### config.mk
export PLATFORM = sky130hd
export DESIGN_NAME = ram_port_arbiter
export DESIGN_NICKNAME = d
export VERILOG_FILES = /design/src/rtl/ram_port_arbiter.sv
export SDC_FILE = /design/constraint.sdc
export NUM_CORES = 1
export LEC_CHECK = 0
export CAP_MARGIN = 20
export CORE_UTILIZATION = 34
export DETAILED_ROUTE_END_ITERATION = 8
export PLACE_DENSITY = 0.83
export SLEW_MARGIN = 0
export SYNTH_ARGS = -nofsm -noshare
export SYNTH_HDL_FRONTEND = slang
export SYNTH_SLANG_ARGS = --single-unit
export TNS_END_PERCENT = 100
### constraint.sdc
create_clock -name CLK -period 1.44 [get_ports CLK]
set_input_delay 0.288 -clock CLK [delete_from_list [all_inputs] [get_ports CLK]]
set_output_delay 0.288 -clock CLK [all_outputs]
set_load 0.02 [all_outputs]
### src/rtl/ram_port_arbiter.sv
// Two-client arbiter in front of a simple dual-port RAM (port A write, port B registered read).
// Writes and reads are arbitrated independently, each with its own round-robin pointer.
module ram_port_arbiter #(
    parameter int AW = 8,
    parameter int DW = 4
) (
    input  logic          CLK,
    input  logic          RSTN,
    input  logic          C0_REQ,
    input  logic          C0_WE,
    input  logic [AW-1:0] C0_ADDR,
    input  logic [DW-1:0] C0_WDATA,
    input  logic          C1_REQ,
    input  logic          C1_WE,
    input  logic [AW-1:0] C1_ADDR,
    input  logic [DW-1:0] C1_WDATA,
    output logic          C0_GNT,
    output logic          C1_GNT,
    output logic          C0_RVALID,
    output logic          C1_RVALID,
    output logic [DW-1:0] RDATA,
    output logic [AW-1:0] MEM_ADDRA,
    output logic          MEM_WEA,
    output logic [DW-1:0] MEM_DIN,
    output logic [AW-1:0] MEM_ADDRB,
    input  logic [DW-1:0] MEM_DOUT
);

    logic          wptr_q, wptr_d;
    logic          rptr_q, rptr_d;
    logic          v1_q, v1_d, own1_q, own1_d;
    logic          v2_q, v2_d, own2_q, own2_d;
    logic [DW-1:0] rdata_q, rdata_d;
    logic [AW-1:0] addrb_q, addrb_d;

    logic wreq0, wreq1, rreq0, rreq1;
    logic wg0, wg1, rg0, rg1;

    // Requests are masked while in reset so no grant can leak out.
    assign wreq0 = RSTN & C0_REQ &  C0_WE;
    assign wreq1 = RSTN & C1_REQ &  C1_WE;
    assign rreq0 = RSTN & C0_REQ & ~C0_WE;
    assign rreq1 = RSTN & C1_REQ & ~C1_WE;

    assign wg0 = wreq0 & (~wreq1 | ~wptr_q);
    assign wg1 = wreq1 & (~wreq0 |  wptr_q);
    assign rg0 = rreq0 & (~rreq1 | ~rptr_q);
    assign rg1 = rreq1 & (~rreq0 |  rptr_q);

    assign C0_GNT = wg0 | rg0;
    assign C1_GNT = wg1 | rg1;

    assign MEM_WEA   = wg0 | wg1;
    assign MEM_ADDRA = wg1 ? C1_ADDR  : C0_ADDR;
    assign MEM_DIN   = wg1 ? C1_WDATA : C0_WDATA;
    assign MEM_ADDRB = addrb_d;

    assign C0_RVALID = RSTN & v2_q & ~own2_q;
    assign C1_RVALID = RSTN & v2_q &  own2_q;
    assign RDATA     = rdata_q;

    always_comb begin
        wptr_d  = wptr_q;
        rptr_d  = rptr_q;
        addrb_d = addrb_q;
        if (wg0) wptr_d = 1'b1;
        else if (wg1) wptr_d = 1'b0;
        if (rg0) begin
            rptr_d  = 1'b1;
            addrb_d = C0_ADDR;
        end else if (rg1) begin
            rptr_d  = 1'b0;
            addrb_d = C1_ADDR;
        end
        // Stage 1 marks the cycle MEM_DOUT is valid; stage 2 presents RDATA.
        v1_d    = rg0 | rg1;
        own1_d  = rg1;
        v2_d    = v1_q;
        own2_d  = own1_q;
        rdata_d = v1_q ? MEM_DOUT : rdata_q;
    end

    always_ff @(posedge CLK) begin
        if (!RSTN) begin
            wptr_q  <= 1'b0;
            rptr_q  <= 1'b0;
            v1_q    <= 1'b0;
            own1_q  <= 1'b0;
            v2_q    <= 1'b0;
            own2_q  <= 1'b0;
            rdata_q <= '0;
            addrb_q <= '0;
        end else begin
            wptr_q  <= wptr_d;
            rptr_q  <= rptr_d;
            v1_q    <= v1_d;
            own1_q  <= own1_d;
            v2_q    <= v2_d;
            own2_q  <= own2_d;
            rdata_q <= rdata_d;
            addrb_q <= addrb_d;
        end
    end

endmodule
# Yosys cells after proc, flatten, opt, wreduce, memory -nomap -nowiden
# Index checks and enable logic that the tools add are counted.
# totals
reg_bits	18
input_bits	34
out_inout_bits	29
elab_cells	48
# op_classes
muxes	8
bitwise	30
n_reduce_logical	2
# ops
operator	count
8-bit two-way mux	3
1-bit AND	13
1-bit NOT	9
1-bit OR	8
1-bit two-way mux	4
4-bit two-way mux	1
2-bit nonzero test	2

# Longest topological paths before layout
# depth
ltp_word	7
ltp_mapped	5
ltp_nobuf	3

# Worst setup path before layout
# Ideal clock, no wire load.
# synth_path
kind	in2out
startpoint	in C1_REQ
endpoint	out MEM_ADDRB[0]
arrival_ps	1446
required_ps	1152
slack_ps	-294
path_stages	5
path_buffers	2
cell_sequence	buf_4 nand3b_4 and3_4 buf_6 o31ai_1
# synth_between
elab_chain_len	6
word_cells_on_any_way	8
cone_classes	mux: 2; bitwise: 6
# synth_lines
item	line	rtl
from (decl)	13	input logic C1_REQ,
1-bit AND (*) (2 in a row)	43	assign rreq1 = RSTN & C1_REQ & ~C1_WE;
1-bit NOT	47	assign rg0 = rreq0 & (~rreq1 | ~rptr_q);
1-bit OR	47	
1-bit AND	47	
8-bit two-way mux (*)	68	if (rg0) begin
to (decl)	25	output logic [AW-1:0] MEM_ADDRB,
# Every way passes the cells marked *; elsewhere a longest branch is shown, timed or not.

# Worst setup path after layout
# layout_path
startpoint	reg rptr_q
endpoint	out MEM_ADDRB[1]
# layout_between
elab_chain_len	4
word_cells_on_any_way	7
cone_classes	mux: 2; bitwise: 5
# layout_lines
item	line	rtl
from (decl)	30	logic rptr_q, rptr_d;
from (signal assigned)	95	rptr_q <= rptr_d;
1-bit OR or 1-bit NOT (tied branches)	48, 47	
1-bit AND or 1-bit OR (tied branches)	48, 47	
8-bit two-way mux or 1-bit AND (tied branches)	71, 47	
8-bit two-way mux (*)	68	
# Marks and branches as above.

==> results.md <==
- Crit path from: rptr_q$_SDFFE_PN0P_
- Via/cell ratio: 5.541
- Final core utilization: 81.23%
- Commonest non-fill, non-tap cells in the layout: buf_6, clkdlybuf4s50_1, buf_4
- Largest net degree at the start of global routing: 11
- M2 GR Usage: 55.01%
- Crit-path cells: or3b_4 -> buf_8 -> a21oi_4 -> o31ai_4 -> buf_6
- Via count: 1424
- Hold worst-path end: own2_q$_SDFF_PN0_
- Synth cell types: 31
- Worst vdd ir: 0.3948 mV
- Clk buf depth: 2
- Critical path required time: 1150 ps
- Layout cells sized above 1: 57.75%
- Initial antenna violation count: 0
- DP HPWL: 2826 µm
- H-tree depth: 1
- Worst Max-Slew Pin Slew: 366.0 ps
- Sequential area share after synthesis: 32.95%
- Critical Setup Path Class: flip-flop to primary output
- R2R Path End: addrb_q[1]$_SDFF_PN0_
- Final WS setup: -534.2 ps
- # IOs: 63
- Drt wl/cell: 19.40 µm
- Final setup viols: 23
- RD Place Congestion: 0.7947
- First-pass GRT wire length: 7155 µm
- Worst path slowest cell: or3b_4
- Die X: 58.71 µm
- Critical Path AT: 1690 ps
- Syn. warnings: 0
- Crit path time final: 1974 ps
- Starting Density: 35.82%
- Hold Startpoint: own1_q$_SDFF_PN0_
- Row count: 20
- Synth Area per Inst: 9.509 µm²
- Post-Route WL: 4986 µm
- Initial drt markers: 28
- Met1 Use GR: 28.15%
- Pwr/cell area: 668.2 nW/µm²
- FF-to-FF Start: rptr_q$_SDFFE_PN0P_
- Total track usage: 28.15%
- Area Overhead vs Synth: 126.8%
- Die ar.: 3447 µm²
- Pre-CTS WS: -1075 ps
- Sink Count: 18
- Post-DRT Antenna Nets: 0
- Outcome: finished with violations
- PortBufs: 62
- WHS Path Cells: 1
- Reg2Reg Setup Slack: -80 ps
- M3 GR Usage: 5.495%
- Worst R2R Path Depth: 6
- Vias in the first global route: 1536
- CP Max Fanout: 4
- Max-slew violation count: 0
- # diodes: 0
- Final hold vios: 0
- Post-synthesis register bit count: 18
- Drt first pass iters: 4
- Cell Area, Synth: 1094 µm²
- Total congestion overflow: 0
- TritonCTS Buffers: 3
- Syn Inst Count: 115
- Failing checks: setup timing
- DR DRC count: 0
- Core ar.: 3053 µm²
- Slew margin rel.: 75.51%
- Hold-fix buffers at CTS: 0
- Slowest stage delay, CP: 400 ps
- Nets: 248
- CTS tree: built
- Clock root cell: clkbuf_4
- Die height: 58.71 µm
- Worst Skew: 7.206 ps
- Hold Path Class: flip-flop to flip-flop
- Crit share post-route: 137.1%
- Leak Pwr: 1.096 nW
- Global route hottest layer: met2
- Worst skew pair latency: 320 ps
- Crit start category: flip-flop
- Max-cap violations: 0
- CTS clk-pin slew, worst paths: 120 ps
- Net Count, Synth: 149
- FMAX: 506.5 MHz
- RSZ-0062 raised after global routing: true
- Crit. End Element: primary output
- Commonest non-fill, non-tap cell in the layout: buf_6
-- synth_stat cells --
cell,instances,share of area (%)
a21boi_0,2,1.4
mux2i_1,4,3.7
and3_1,2,1.1
dfxtp_1,18,33
a21bo_1,1,0.92
and3_4,1,1.0
inv_1,2,0.69
o31ai_1,16,11
buf_2,3,1.4
nand3b_4,1,1.8
o2111ai_4,1,2.4
or3b_1,1,0.80
a41o_1,1,0.92
nand4_1,8,4.6
mux2_4,8,11
nand3_1,1,0.46
o21ai_0,1,0.46
mux2_2,4,4.1
nor2_1,9,3.1
nand2b_1,2,1.1
clkbuf_2,1,0.46
and3b_1,1,0.80
a21oi_1,8,3.7
nand3b_1,1,0.69
clkbuf_1,2,0.69
buf_4,1,0.69
nor2b_1,5,2.9
and2_1,2,1.1
buf_1,1,0.34
buf_6,2,2.1
nand2_1,5,1.7
-- per-stage QoR --
step	setup TNS (ps)	area, µm²	hold slack, ps	power [mW]	std cells
floorplan	-135.1	1335	411.9	0.8949	115
global placement	-28600	2091	416.7	1.156	228
detailed placement	-29060	2091	449.0	1.172	228
CTS	-9061	2411	476.2	1.585	256
global route	-10200	2480	481.9	1.714	257
finish	-9462	2480	481.0	1.657	257
-- flip-flops by register name, indices dropped and copies added, names as in the netlist --
name,count
own2_q,1
v2_q,1
wptr_q,1
v1_q,1
rptr_q,1
addrb_q,8
own1_q,1
RDATA,4
-- worst max-delay path: cells and delay by family (launching register included) --
family	cells	cell delay, ps
flops	1	390
simple gates	1	400
compound gates	2	280
buf+inv	2	300
-- layout make-up --
cell class                      instances  area, µm²
Fill cell                             180      573.1
Sequential cell                        18      365.4
Multi-Input combinational cell         86      979.7
Inverter                                2      7.507
Timing Repair Buffer                  103       1036
Tap cell                               44      55.05
Clock buffer                            4      36.28
-- power breakdown --
group          internal, mW  total [mW]  leakage (nW)  switching, mW
clock network         0.155       0.345        0.0210          0.190
registers             0.529       0.558         0.149         0.0285
logic                 0.424       0.754         0.926          0.330
-- how the worst max path moves through the flow --
stage / endpoint
2_1_floorplan: MEM_ADDRB[0]
3_3_place_gp: C0_GNT
3_5_place_dp: MEM_ADDRA[1]
4_1_cts: MEM_ADDRB[1]
5_1_grt: MEM_ADDRB[1]
6_report: MEM_ADDRB[1]
-- per-layer routing --
layer | vias up | share of wire [%]
met3 | 18 | 6.0
met2 | 85 | 55
met1 | 689 | 36
met5 | - | 0
met4 | 0 | 2.9
li1 | 632 | -
-- kinds of logic (layout without fill, tap and decap cells) --
family,count (synthesis),in the layout,share of synthesized area (%)
AND/OR/NAND/NOR,39,40,21.28
AO/OA/AOI/OAI,30,30,20.71
flip-flops,18,18,32.95
multiplexers,16,16,18.76
buffers and inverters,12,109,6.292
-- timing repair --
action	in CTS	in global routing
resized for setup	176	27
cloned	2	0
pin swaps	16	10
hold endpoints to repair	0	0
setup buffers	22	5
endpoints found under the setup margin	37	33
No activity file was read; power rests on OpenSTA's default activity.
